$ cat src/rtl/clz_scan_pkg.sv
// Shared types and width helpers for the multi-cycle leading-zero scanner.
package clz_scan_pkg;

  typedef enum logic [1:0] {
    IDLE = 2'd0,
    SCAN = 2'd1,
    DONE = 2'd2
  } state_t;

  localparam int W_DATA_DEF  = 32;
  localparam int W_SLICE_DEF = 8;

  function automatic int n_slice(input int w_data, input int w_slice);
    return w_data / w_slice;
  endfunction

  function automatic int cnt_width(input int w_data);
    return $clog2(w_data) + 1;
  endfunction

  // An index register needs at least one bit even for a single-slice word.
  function automatic int idx_width(input int n);
    return (n > 1) ? $clog2(n) : 1;
  endfunction

endpackage

$ cat src/rtl/count_lead_zero.sv
// Recursive leading-zero counter for a power-of-two width; all-zero input
// saturates to W_IN-1, so callers must detect the zero case themselves.
module count_lead_zero #(
  parameter int W_IN = 8
) (
  input  logic [W_IN-1:0]         data,
  output logic [$clog2(W_IN)-1:0] cnt
);

  generate
    if (W_IN == 2) begin : g_leaf
      assign cnt = (data == 2'b00) ? 1'b1 : ~data[1];
    end else begin : g_node
      localparam int W_HALF = W_IN / 2;
      logic [$clog2(W_HALF)-1:0] cnt_hi;
      logic [$clog2(W_HALF)-1:0] cnt_lo;

      count_lead_zero #(.W_IN(W_HALF)) u_hi (
        .data (data[W_IN-1:W_HALF]),
        .cnt  (cnt_hi)
      );

      count_lead_zero #(.W_IN(W_HALF)) u_lo (
        .data (data[W_HALF-1:0]),
        .cnt  (cnt_lo)
      );

      assign cnt = (~|data[W_IN-1:W_HALF]) ? {1'b1, cnt_lo} : {1'b0, cnt_hi};
    end
  endgenerate

endmodule

$ cat src/rtl/clz_scan_ctrl.sv
// Multi-cycle leading-zero counter: scans a wide word MSB-first one slice per cycle.
// Define CLZ_SCAN_NORM_EN to add the out_norm port (input left-justified by the count).
//
// state | meaning
// IDLE  | waiting for a request, in_ready high, last result held
// SCAN  | examining the top slice of the working register
// DONE  | result presented, waiting for out_ready
module clz_scan_ctrl
  import clz_scan_pkg::*;
#(
  parameter  int W_DATA  = W_DATA_DEF,
  parameter  int W_SLICE = W_SLICE_DEF,
  localparam int W_CNT   = cnt_width(W_DATA)
) (
  input  logic              clk,
  input  logic              rst_n,
  input  logic              in_valid,
  output logic              in_ready,
  input  logic [W_DATA-1:0] in_data,
  output logic              out_valid,
  input  logic              out_ready,
  output logic [W_CNT-1:0]  out_count,
  output logic              out_zero,
  output logic              busy
`ifdef CLZ_SCAN_NORM_EN
  ,
  output logic [W_DATA-1:0] out_norm
`endif
);

  localparam int N_SLICE = n_slice(W_DATA, W_SLICE);
  localparam int W_IDX   = idx_width(N_SLICE);
  localparam int W_CLZ   = $clog2(W_SLICE);

  localparam logic [W_IDX-1:0] IDX_LAST = W_IDX'(N_SLICE - 1);
  localparam logic [W_CNT-1:0] CNT_STEP = W_CNT'(W_SLICE);
  localparam logic [W_CNT-1:0] CNT_FULL = W_CNT'(W_DATA);

  state_t              state;
  state_t              state_nxt;
  logic [W_DATA-1:0]   work;
  logic [W_DATA-1:0]   work_fin;
  logic [W_CNT-1:0]    acc;
  logic [W_IDX-1:0]    idx;
  logic [W_SLICE-1:0]  slice;
  logic                slice_zero;
  logic [W_CLZ-1:0]    clz_slice;

  assign slice      = work[W_DATA-1 -: W_SLICE];
  // Zero slices come from the reduction, not the saturated core result.
  assign slice_zero = ~|slice;

  count_lead_zero #(.W_IN(W_SLICE)) u_clz (
    .data (slice),
    .cnt  (clz_slice)
  );

`ifdef CLZ_SCAN_NORM_EN
  assign work_fin = work << clz_slice;
  assign out_norm = work;
`else
  assign work_fin = work;
`endif

  always_ff @(posedge clk or negedge rst_n) begin
    if (!rst_n) begin
      state <= IDLE;
    end else begin
      state <= state_nxt;
    end
  end

  always_comb begin
    state_nxt = state;
    in_ready  = 1'b0;
    out_valid = 1'b0;
    busy      = 1'b1;
    case (state)
      IDLE: begin
        in_ready = 1'b1;
        busy     = 1'b0;
        if (in_valid) state_nxt = SCAN;
      end
      SCAN: begin
        if (!slice_zero || (idx == IDX_LAST)) state_nxt = DONE;
      end
      DONE: begin
        out_valid = 1'b1;
        if (out_ready) state_nxt = IDLE;
      end
      default: state_nxt = IDLE;
    endcase
  end

  always_ff @(posedge clk or negedge rst_n) begin
    if (!rst_n) begin
      work      <= '0;
      acc       <= '0;
      idx       <= '0;
      out_count <= '0;
      out_zero  <= 1'b0;
    end else begin
      case (state)
        IDLE: begin
          if (in_valid) begin
            work <= in_data;
            acc  <= '0;
            idx  <= '0;
          end
        end
        SCAN: begin
          if (!slice_zero) begin
            out_count <= acc + W_CNT'(clz_slice);
            out_zero  <= 1'b0;
            work      <= work_fin;
          end else if (idx == IDX_LAST) begin
            out_count <= CNT_FULL;
            out_zero  <= 1'b1;
          end else begin
            acc  <= acc + CNT_STEP;
            work <= work << W_SLICE;
            idx  <= idx + W_IDX'(1);
          end
        end
        default: ;
      endcase
    end
  end

endmodule

$ cat config.mk
export PLATFORM = sky130hd
export DESIGN_NAME = clz_scan_ctrl
export DESIGN_NICKNAME = d
export VERILOG_FILES = /design/src/rtl/clz_scan_pkg.sv /design/src/rtl/count_lead_zero.sv /design/src/rtl/clz_scan_ctrl.sv
export SDC_FILE = /design/constraint.sdc
export NUM_CORES = 1
export LEC_CHECK = 0
export ABC_AREA = 1
export BUFFER_PORTS_ARGS = -buffer_cell sky130_fd_sc_hd__buf_4
export CAP_MARGIN = 40
export CORE_ASPECT_RATIO = 0.7
export CORE_MARGIN = 2
export CORE_UTILIZATION = 36
export DETAILED_ROUTE_END_ITERATION = 8
export PLACE_DENSITY = 0.66
export REMOVE_ABC_BUFFERS = 1
export SLEW_MARGIN = 20
export SYNTH_ARGS = -nofsm -noshare
export SYNTH_HDL_FRONTEND = slang
export SYNTH_HIERARCHICAL = 1
export SYNTH_SLANG_ARGS = --single-unit
$ cat constraint.sdc
create_clock -name clk -period 2.4 [get_ports clk]
set_input_delay 0.24 -clock clk [delete_from_list [all_inputs] [get_ports clk]]
set_output_delay 0.24 -clock clk [all_outputs]
set_load 0.03 [all_outputs]
After elaboration in Yosys (flattened, before gate mapping)
Index checks and enable logic that the tools add are counted.
{"block": "word_totals", "wordCells": 66, "register_bits": 49, "output_inout_bits": 10}
{"block": "op_classes", "n_reduce_logical": 15, "n_addsub": 3, "muxes": 30, "bitwise": 4, "n_eq_ne": 8}
{"cell": "$mux 32", "n": 3}
{"cell": "$pmux 32 s2", "n": 1}
{"cell": "$mux 6", "n": 5}
{"cell": "$mux 2", "n": 8}
{"cell": "$pmux 6 s2", "n": 1}
{"cell": "$logic_not 2->1", "n": 5}
{"cell": "$ne 2x2->1 const B", "n": 5}
{"cell": "$mux 1", "n": 9}
{"cell": "$reduce_or 8->1", "n": 1}
{"cell": "$add 6x3->6", "n": 1}
{"cell": "$add 6x4->6 const B", "n": 1}
{"cell": "$pmux 2 s3", "n": 1}
{"cell": "$eq 2x2->1 const B", "n": 2}
{"cell": "$not 1->1", "n": 4}
{"cell": "$pmux 2 s2", "n": 1}
{"cell": "$reduce_and 4->1", "n": 1}
{"cell": "$reduce_bool 2->1", "n": 2}
{"cell": "$reduce_or 2->1", "n": 2}
{"cell": "$reduce_or 4->1", "n": 1}
{"cell": "$mux 3", "n": 1}
{"cell": "$reduce_and 3->1", "n": 1}
{"cell": "$add 2x1->2 const B", "n": 1}
{"cell": "$eq 2x1->1 const B", "n": 1}
{"cell": "$reduce_and 2->1", "n": 1}
{"cell": "$logic_or 1x1->1", "n": 1}

Depth between registers and ports, before layout
Gate-level depths: netlist of run 1.
{"block": "logic_depth", "word_depth": 6, "depth_mapped": 8, "depth_no_buf": 7}

Hierarchy
The synthesis of run 1 kept the hierarchy.
{"mod": "clz_scan_ctrl", "n_inst": 1, "cells_per_inst": 296, "area_per_inst_um2": 2372.3}
{"mod": "count_lead_zero at u_clz", "n_inst": 1, "cells_per_inst": 10, "area_per_inst_um2": 47.5}
{"mod": "count_lead_zero at u_clz.g_node.u_hi ...", "n_inst": 2, "cells_per_inst": 4, "area_per_inst_um2": 18.8}
{"mod": "count_lead_zero at u_clz.g_node.u_hi.g_node.u_hi ...", "n_inst": 4, "cells_per_inst": 1, "area_per_inst_um2": 3.8}

Least setup slack after synthesis of run 1
OpenSTA, ideal clock, no wires.
{"block": "synth_path", "path_kind": "register to register", "start": "register state[0]", "end": "register acc[3]", "setup_slack_ns": 0.895, "setup_ns": 0.119, "arrival_time_ns": 1.387, "stages_incl_launch_ff": 7, "required_time_ns": 2.281, "cell_sequence": "dfrtp_1 > nor2_2 > nand2_1 > buf_2 > buf_4 > nand3_2 > nand2_1"}
{"block": "synth_between", "elab_chain_cells": 3, "word_cells_on_any_way": 8}
{"element": "from (decl)", "line": "clz_scan_ctrl.sv:39", "rtl": "state_t state;"}
{"element": "from (signal assigned)", "line": "clz_scan_ctrl.sv:69", "rtl": "state <= state_nxt;"}
{"element": "$eq 2x1->1 or $logic_not 2->1 (tied branches)", "line": "clz_scan_ctrl.sv:103", "rtl": "case (state)"}
{"element": "$ne 2x2->1 (no source line) or $reduce_bool 2->1 (tied branches)"}
{"element": "$reduce_and 4->1 (no source line)"}
{"element": "to (signal assigned)", "line": "clz_scan_ctrl.sv:120", "rtl": "acc <= acc + CNT_STEP;"}
{"element": "to (decl)", "line": "clz_scan_ctrl.sv:43", "rtl": "logic [W_CNT-1:0] acc;"}
Parallel ways exist; a longest one is shown, timed or not.
A chain may end at the register's enable or synchronous reset.

Final worst setup path of run 1
{"block": "layout_path", "start": "register work[31]", "end": "register work[22]"}
{"block": "layout_between", "elab_chain_cells": 3}
{"element": "from (decl)", "line": "clz_scan_ctrl.sv:41", "rtl": "logic [W_DATA-1:0] work;"}
{"element": "from (signal assigned)", "line": "clz_scan_ctrl.sv:106", "rtl": "work <= in_data;"}
{"element": "from (signal assigned)", "line": "clz_scan_ctrl.sv:115", "rtl": "work <= work_fin;"}
{"element": "from (signal assigned)", "line": "clz_scan_ctrl.sv:121", "rtl": "work <= work << W_SLICE;"}
{"element": "$reduce_or 8->1", "line": "clz_scan_ctrl.sv:51", "rtl": "assign slice_zero = ~|slice;"}
{"element": "$ne 2x2->1 (no source line)"}
{"element": "$reduce_and 4->1 (no source line)"}
No other way between the ends.

==> impl_metrics.env, run 1 <==
export IMPL_numPortBuffers=45
export IMPL_max_freq_mhz=602
export IMPL_post_place_ws_ns=0.749
export IMPL_r2r_end="work[22]$_DFFE_PN0P_"
export IMPL_num_rows=25
export IMPL_wirelength_mm=5.36
export IMPL_period_share_pct=69.2
export IMPL_die_height_um=73.3
export IMPL_critical_path_required_ns=2.64
export IMPL_final_cell_mix="163 x nand2_1, 49 x buf_4, 46 x dfrtp_1, 26 x nand3_1, 20 x nand3_2"
export IMPL_design_core_area_um2=6690
export IMPL_min_delay_start="in_data[5]"
export IMPL_period_needed_ns=1.66
export IMPL_post_cts_resized=0
export IMPL_final_common_cell="nand2_1"
export IMPL_synth_ff_latch_count=46
export IMPL_min_path_type="in -> reg"
export IMPL_vias=2080
export IMPL_skew_ns=0.00997
export IMPL_drt_antenna_violating_nets=0
export IMPL_whs_ns=0.128
export IMPL_fp_dieW_um=103
export IMPL_synthesis_area_um2=2470
export IMPL_hold_path_cell_count=3
export IMPL_place_congestion=0.763
export IMPL_min_to="work[5]$_DFFE_PN0P_"
export IMPL_reg2reg_from="work[31]$_DFFE_PN0P_"
export IMPL_syn_inst=318
export IMPL_setup_tns_final_ns=0
export IMPL_maxCapViolCount=0
export IMPL_wl_per_cell_um=11.8
export IMPL_grt_setup_unrepaired="no"
export IMPL_antenna_found_initial=0
export IMPL_htreeDepth=2
export IMPL_grt_pass1_vias=2095
export IMPL_slew_headroom_pct=57.4
export IMPL_avgSynthCellArea_um2=7.77
export IMPL_num_nets_final=398
export IMPL_drive_gt1_share_pct=24.9
export IMPL_clk_latency_ns=0.30
export IMPL_utilization_pct=44.8
export IMPL_setup_slack_ns=0.740
export IMPL_slew_violations=0
export IMPL_initial_core_util_pct=36.9
export IMPL_grt_use_total_pct=15.6
export IMPL_dp_hpwl_mm=3.69
export IMPL_cts_sinks=46
export IMPL_worstSetupPathType="reg -> reg"
export IMPL_grt_pass1_wl_mm=9.21
export IMPL_clk_pin_slew_ns=0.09
export IMPL_routed_top_layer="met4"
export IMPL_routedLengthMet1_mm=2.71
export IMPL_die_area_um2=7560
export IMPL_io_pins=46
export IMPL_route_met3_wl_um=209
export IMPL_hold_viol=0
export IMPL_first_iter_violations=63
export IMPL_yosysWarnings=6
export IMPL_crit_arrival_ns=1.90
export IMPL_viasPerCell=4.57
export IMPL_power_density_nw_per_um2=1130
export IMPL_grt_overflow_total=0
export IMPL_first_pass_iters=4
export IMPL_cts_buffer_depth=2
export IMPL_worst_pin_slew_ns=0.633
export IMPL_cp_max_fo=25
export IMPL_diodes=0
export IMPL_status="finished clean"
export IMPL_synth_seq_area_share_pct=46.6
export IMPL_syn2layout_area_growth_pct=21.3
export IMPL_met2_length_mm=2.36
export IMPL_setup_viol=0
export IMPL_grt_max_degree=47
export IMPL_numCtsBuffers=5
export IMPL_crit_path_start_kind="flip-flop"
export IMPL_p_leak_nw=1.67
export IMPL_irDropWorstVdd_v=0.000483
export IMPL_root_buffer="clkbuf_8"
export IMPL_reg2reg_slack_ns=0.74
export IMPL_worstRegToRegCells=7
export IMPL_cp_end_kind="flip-flop"
export IMPL_yosys_cell_types_count=21
export IMPL_finalPower_mw=3.39
export IMPL_drc=0
export IMPL_cts_tree="done"
-- how the worst max path moves through the flow --
stage / endpoint / startpoint / depth (start not counted) / slack [ns]
after floorplan: work[16]$_DFFE_PN0P_ / state[0]$_DFFE_PN0P_ / 5 / 0.03
after global placement: work[22]$_DFFE_PN0P_ / state[1]$_DFFE_PN0P_ / 8 / 0.81
after detailed placement: work[22]$_DFFE_PN0P_ / work[31]$_DFFE_PN0P_ / 7 / 0.75
after CTS: work[22]$_DFFE_PN0P_ / work[31]$_DFFE_PN0P_ / 7 / 0.72
after global routing: work[22]$_DFFE_PN0P_ / work[31]$_DFFE_PN0P_ / 7 / 0.56
final: work[22]$_DFFE_PN0P_ / work[31]$_DFFE_PN0P_ / 7 / 0.74
-- layout make-up --
| type | count | area, µm² |
|---|---|---|
| fill | 715 | 3690 |
| multi-input combinational | 242 | 1150 |
| sequential | 46 | 1150 |
| timing repair buffer | 50 | 378 |
| tap | 94 | 118 |
| clock buffer | 6 | 82.6 |
| clock inverter | 2 | 60.1 |
| inverter | 15 | 56.3 |
-- stage by stage --
| step | instance area, µm² | cells |
|---|---|---|
| after CTS | 3000 | 455 |
| after floorplan | 2360 | 303 |
| final | 3000 | 455 |
| after global placement | 2850 | 446 |
| after global routing | 3000 | 455 |
| after detailed placement | 2850 | 446 |
-- metal layers --
layer  vias to the layer above  global-route usage (%)
met5                         -                       0
met4                         0                    5.12
met3                         9                    3.24
met2                        38                    26.2
met1                       952                    20.2
li1                       1081                       -
-- critical path: stages (launching register included) --
cell and delay [ns]:
dfrtp_1 0.47, nor2_1 0.14, nand2_1 0.14, nor2_4 0.21, nand2_2 0.08, nand2_2 0.37
nand2_1 0.11, nand2_1 0.08
-- report_power, final --
group | total (mW) | switching, mW | internal (mW)
clock network | 0.712 | 0.267 | 0.444
registers | 1.31 | 0.230 | 1.08
logic | 1.37 | 0.874 | 0.494
total | 3.39 | 1.37 | 2.02
-- cells in the mapped netlist --
cell type	number	area, µm²
inv_1	15	56.3
xor2_1	1	8.76
o21ai_2	1	8.76
nand4_1	5	31.3
nand3_2	20	200
nor2_2	5	31.3
buf_6	6	67.6
nand2_1	164	616
dfrtp_1	46	1150
o21ai_0	3	15.0
nor2_4	1	11.3
nor2_1	6	22.5
nand3_1	26	130
buf_2	4	20.0
nand2_2	5	31.3
buf_1	3	11.3
o21bai_1	1	7.51
a21oi_1	1	5.00
o211ai_1	1	7.51
ha_1	2	25.0
buf_4	2	15.0
-- flip-flops by register name, summed over array words and instances (netlist names) --
name       count
work          32
out_zero       1
out_count      6
idx            2
acc            3
state          2
-- repair_timing --
| item | 4_1_cts | 5_1_grt |
|---|---|---|
| setup endpoints to repair | 0 | 0 |
| hold buffers | 1 | 0 |
| setup buffers | 0 | 0 |
| hold endpoints to repair | 46 | 0 |
-- logic make-up after synthesis --
family / after synthesis / synth area share [%]
fa+ha+maj: 2 / 1.01
compound gates: 7 / 1.77
simple gates: 232 / 43.4
buf+inv: 30 / 6.88
flops: 46 / 46.6
xor+xnor: 1 / 0.354
Power figures use the tool's default switching activity.
==> inputs of run 2 (changes only) <==
PLACE_DENSITY = 0.68   (was 0.66)
clock period = 1.4 ns   (was 2.4 ns; I/O delays follow)
==> impl_metrics.env, run 2 (synthesis results as in run 1) <==
export IMPL_viasPerCell=4.64
export IMPL_wirelength_mm=6.16
export IMPL_grt_setup_unrepaired="yes"
export IMPL_crit_path_frequent_cell="nand2_8"
export IMPL_post_place_ws_ns=-0.0777
export IMPL_final_common_cell="nand2_1"
export IMPL_diodes=0
export IMPL_crit_arrival_ns=1.64
export IMPL_critical_path_top_delay_family="simple AND/OR/NAND/NOR gates"
export IMPL_irDropWorstVdd_v=0.000903
export IMPL_routedLengthMet1_mm=2.95
export IMPL_htreeDepth=2
export IMPL_fp_dieW_um=103
export IMPL_finalPower_mw=6.25
export IMPL_period_needed_ns=1.39
export IMPL_route_met3_wl_um=303
export IMPL_num_rows=25
export IMPL_io_pins=46
export IMPL_whs_ns=0.0346
export IMPL_die_height_um=73.3
export IMPL_grt_use_total_pct=15.8
export IMPL_grt_pass1_wl_mm=9.37
export IMPL_syn2layout_area_growth_pct=37.3
export IMPL_slew_headroom_pct=61.1
export IMPL_crit_buf_inv=1
export IMPL_period_share_pct=99.5
export IMPL_min_delay_start="in_data[0]"
export IMPL_r2r_end="work[16]$_DFFE_PN0P_"
export IMPL_setup_slack_ns=0.00736
export IMPL_antenna_found_initial=0
export IMPL_min_to="work[0]$_DFFE_PN0P_"
export IMPL_top_regs="work (32), out_count (6), acc (3)"
export IMPL_final_cell_mix="138 x nand2_1, 64 x buf_4, 46 x dfrtp_1, 26 x nand3_1, 22 x nand2_2"
export IMPL_cts_buffer_depth=2
export IMPL_cp_max_fo=5
export IMPL_worstRegToRegCells=7
export IMPL_max_freq_mhz=718
export IMPL_vias=2227
export IMPL_design_core_area_um2=6690
export IMPL_routed_top_layer="met4"
export IMPL_numPortBuffers=45
export IMPL_cts_sinks=46
export IMPL_cpPeakStageDelay_ns=0.41
export IMPL_worst_pin_slew_ns=0.584
export IMPL_first_iter_violations=87
export IMPL_status="finished clean"
export IMPL_min_path_type="in -> reg"
export IMPL_slew_violations=0
export IMPL_utilization_pct=50.7
export IMPL_clk_latency_ns=0.30
export IMPL_cts_tree="done"
export IMPL_worstSetupPathType="reg -> reg"
export IMPL_reg2reg_from="idx[0]$_DFFE_PN0P_"
export IMPL_skew_ns=0.0102
export IMPL_cp_end_kind="flip-flop"
export IMPL_place_congestion=0.788
export IMPL_wl_per_cell_um=12.8
export IMPL_first_pass_iters=4
export IMPL_num_nets_final=424
export IMPL_regMostFlops="work"
export IMPL_crit_path_start_kind="flip-flop"
export IMPL_drc=0
export IMPL_power_density_nw_per_um2=1840
export IMPL_initial_core_util_pct=36.9
export IMPL_largest_reg_flops=32
export IMPL_critical_path_slowest_cell="dfrtp_1"
export IMPL_numCtsBuffers=5
export IMPL_hold_viol=0
export IMPL_met2_length_mm=2.86
export IMPL_grt_overflow_total=0
export IMPL_critical_path_required_ns=1.64
export IMPL_setup_viol=0
export IMPL_drt_antenna_violating_nets=0
export IMPL_die_area_um2=7560
export IMPL_clk_pin_slew_ns=0.09
export IMPL_p_leak_nw=1.86
export IMPL_grt_pass1_vias=2026
export IMPL_hold_path_cell_count=3
export IMPL_drive_gt1_share_pct=38.3
export IMPL_dp_hpwl_mm=3.90
export IMPL_root_buffer="clkbuf_8"
export IMPL_cp_cell_sequence="ha_2 > nor2_4 > nand2_8 > nand2_8 > clkbuf_16 > nand2_2 > nand2_1"
export IMPL_maxCapViolCount=0
export IMPL_grt_max_degree=47
export IMPL_reg2reg_slack_ns=0.007
==> run 2: cell types whose count changed in the layout (fill, tap and decap cells not counted), moves of 5 or more <==
cell	previous run	this run
buf_4	49	64
buf_6	0	5
nand2_1	163	138
nand2_2	6	22
nand2_4	0	7
==> run 2: final cells by class <==
cell class / instances / area [µm²]
Clock buffer: 5 / 68.8
Clock inverter: 2 / 10.0
Fill cell: 687 / 3300
Inverter: 15 / 60.1
Multi-Input combinational cell: 242 / 1310
Sequential cell: 46 / 1150
Tap cell: 94 / 118
Timing Repair Buffer: 76 / 682
==> run 2: per-stage QoR <==
stage          cells  setup TNS [ns]  area (µm²)
2_1_floorplan    303          -38.01        2360
3_3_place_gp     459               0        2970
3_5_place_dp     459          -0.361        2970
4_1_cts          467         -0.0109        3070
5_1_grt          480          -0.716        3390
6_report         480               0        3390
==> run 2: worst max path at each step <==
stage	start	endpoint	slack, ns	cells after the start
after detailed placement	idx[0]$_DFFE_PN0P_	acc[5]$_DFFE_PN0P_	-0.08	4
final	idx[0]$_DFFE_PN0P_	work[16]$_DFFE_PN0P_	0.007	7
after CTS	work[26]$_DFFE_PN0P_	work[26]$_DFFE_PN0P_	-0.007	7
after global routing	work[24]$_DFFE_PN0P_	work[16]$_DFFE_PN0P_	-0.06	8
after global placement	idx[0]$_DFFE_PN0P_	work[26]$_DFFE_PN0P_	0.02	6
after floorplan	state[0]$_DFFE_PN0P_	work[16]$_DFFE_PN0P_	-0.97	5
==> run 2: worst min-delay path, cell delays in order <==
cell,delay [ns]
buf_4,0.08
nand2_1,0.04
nand2_1,0.05
==> run 2: report_power, final <==
part           switching [mW]  internal [mW]  total [mW]
Combinational            1.91           1.38        3.29
Sequential              0.335           1.85        2.18
Clock                   0.443          0.336       0.779
Total                    2.69           3.56        6.25
==> run 2: what timing repair did <==
item                                    CTS  global route
pin swaps                                 0             5
endpoints found under the setup margin   10            44
hold buffers                              1             0
setup buffers                             0             9
hold endpoints to repair                 46             0
gates resized for setup                   2            51
cloned                                    0             5
==> run 2: per-layer routing <==
layer / up-vias / global-route usage (%)
met4: 0 / 3.51
li1: 1134 / -
met1: 1043 / 22.8
met2: 45 / 24.7
met3: 5 / 3.24
met5: - / 0
==> inputs of run 3 (changes only) <==
CORE_MARGIN = 10   (was 2)
SETUP_SLACK_MARGIN = 0.05   (was default)
==> impl_metrics.env, run 3 (synthesis results as in run 1) <==
export IMPL_place_congestion=0.828
export IMPL_worstRegToRegCells=8
export IMPL_cp_num_cells=8
export IMPL_largest_reg_flops=32
export IMPL_grt_use_total_pct=11.4
export IMPL_final_area_um2=3250
export IMPL_min_path_type="in -> reg"
export IMPL_drive_gt1_share_pct=31.2
export IMPL_critical_path_required_ns=1.64
export IMPL_drc=0
export IMPL_viasPerCell=4.54
export IMPL_critical_path_slowest_cell="dfrtp_1"
export IMPL_placed_area_um2=3000
export IMPL_drt_antenna_violating_nets=0
export IMPL_final_cell_mix="161 x nand2_1, 63 x buf_4, 46 x dfrtp_1, 26 x nand3_1, 20 x nand3_2"
export IMPL_grt_pass1_wl_mm=10.2
export IMPL_wirelength_mm=5.91
export IMPL_antenna_found_initial=0
export IMPL_first_iter_violations=133
export IMPL_hold_path_cell_count=2
export IMPL_slew_violations=0
export IMPL_r2r_end="work[18]$_DFFE_PN0P_"
export IMPL_critical_path_top_delay_family="simple AND/OR/NAND/NOR gates"
export IMPL_htreeDepth=2
export IMPL_grt_setup_unrepaired="yes"
export IMPL_setup_viol=0
export IMPL_whs_ns=0.0390
export IMPL_crit_arrival_ns=1.51
export IMPL_num_nets_final=418
export IMPL_numCtsBuffers=5
export IMPL_syn2layout_area_growth_pct=31.5
export IMPL_crit_path_start_kind="flip-flop"
export IMPL_max_freq_mhz=788
export IMPL_cp_max_fo=13
export IMPL_min_to="state[1]$_DFFE_PN0P_"
export IMPL_clk_latency_ns=0.30
export IMPL_cp_cell_sequence="nor2_2 > nand2_2 > nor2_4 > nand2_4 > nand2_4 > buf_12 > nand2_1 > nand2_1"
export IMPL_cts_sinks=46
export IMPL_design_core_area_um2=6730
export IMPL_maxCapViolCount=0
export IMPL_die_height_um=89.3
export IMPL_cp_end_kind="flip-flop"
export IMPL_wl_per_cell_um=12.4
export IMPL_die_area_um2=10600
export IMPL_hold_viol=0
export IMPL_worst_pin_slew_ns=0.580
export IMPL_grt_overflow_total=0
export IMPL_root_buffer="clkbuf_8"
export IMPL_reg2reg_slack_ns=0.13
export IMPL_clk_pin_slew_ns=0.09
export IMPL_first_pass_iters=4
export IMPL_diodes=0
export IMPL_grt_max_degree=47
export IMPL_fp_dieW_um=119
export IMPL_irDropWorstVdd_v=0.000734
export IMPL_initial_core_util_pct=36.8
export IMPL_crit_buf_inv=1
export IMPL_status="finished clean"
export IMPL_skew_ns=0.00817
export IMPL_p_leak_nw=1.79
export IMPL_min_delay_start="out_ready"
export IMPL_numPortBuffers=45
export IMPL_num_rows=25
export IMPL_grt_pass1_vias=2194
export IMPL_cts_buffer_depth=2
export IMPL_regMostFlops="work"
export IMPL_cts_tree="done"
export IMPL_final_common_cell="nand2_1"
export IMPL_power_density_nw_per_um2=1880
export IMPL_worstSetupPathType="reg -> reg"
export IMPL_dp_hpwl_mm=4.22
export IMPL_top_regs="work (32), out_count (6), acc (3)"
export IMPL_period_share_pct=90.7
export IMPL_slew_headroom_pct=61.3
export IMPL_vias=2156
export IMPL_period_needed_ns=1.27
export IMPL_reg2reg_from="work[29]$_DFFE_PN0P_"
export IMPL_cpPeakStageDelay_ns=0.40
export IMPL_io_pins=46
## run 3: cell count changes in the layout (fill, tap and decap cells not counted), moves of 2 or more
cell,previous run,this run
nand2_1,138,161
clkinv_2,2,0
nand2_4,7,4
nand2_8,2,0
buf_6,5,1
clkbuf_1,0,2
clkbuf_16,3,0
nand2_2,22,4
## run 3: where the power goes
part / switching, mW / internal [mW]
sequential: 0.344 / 1.85
combinational: 1.71 / 1.26
clock: 0.430 / 0.534
## run 3: worst max path at each step
stage,start,endpoint,slack [ns]
4_1_cts,state[1]$_DFFE_PN0P_,out_count[5]$_DFFE_PN0P_,0.06
6_report,work[29]$_DFFE_PN0P_,work[18]$_DFFE_PN0P_,0.13
5_1_grt,work[29]$_DFFE_PN0P_,work[16]$_DFFE_PN0P_,0.02
2_1_floorplan,state[0]$_DFFE_PN0P_,work[16]$_DFFE_PN0P_,-0.97
3_5_place_dp,idx[0]$_DFFE_PN0P_,idx[1]$_DFFE_PN0P_,-0.03
3_3_place_gp,idx[0]$_DFFE_PN0P_,idx[1]$_DFFE_PN0P_,0.04
## run 3: area by class of cell
cell class | instances | area [µm²]
tap | 94 | 118
sequential | 46 | 1150
fill | 662 | 3470
timing repair buffer | 70 | 602
clock inverter | 1 | 30.0
inverter | 15 | 60.1
clock buffer | 7 | 76.3
multi-input combinational | 242 | 1210
## run 3: per-stage QoR
step | setup TNS, ns | setup slack, ns | std cells | power (mW) | util, %
3_3_place_gp | 0 | 0.0363 | 460 | 4.84 | 44.6
5_1_grt | 0 | 0.0203 | 475 | 6.64 | 48.4
3_5_place_dp | -0.0904 | -0.0283 | 460 | 4.91 | 44.6
4_1_cts | 0 | 0.0646 | 475 | 6.10 | 47.7
6_report | 0 | 0.130 | 475 | 6.12 | 48.4
2_1_floorplan | -38.01 | -0.969 | 303 | 3.88 | -
## run 3: routing by layer
metal / wire length (µm) / up-vias / global-route usage (%)
li1: - / 1126 / -
met1: 3000 / 986 / 14.9
met2: 2640 / 39 / 18.3
met3: 238 / 5 / 3.03
met4: 28 / 0 / 2.98
met5: 0 / - / 0
## run 3: what timing repair did
item | in CTS | in global routing
pin swaps | 4 | 0
hold endpoints to repair | 46 | 0
hold buffers | 1 | 0
resized for setup | 9 | 12
setup endpoints to repair | 29 | 45
buffers inserted | 5 | 0
gates cloned | 1 | 0
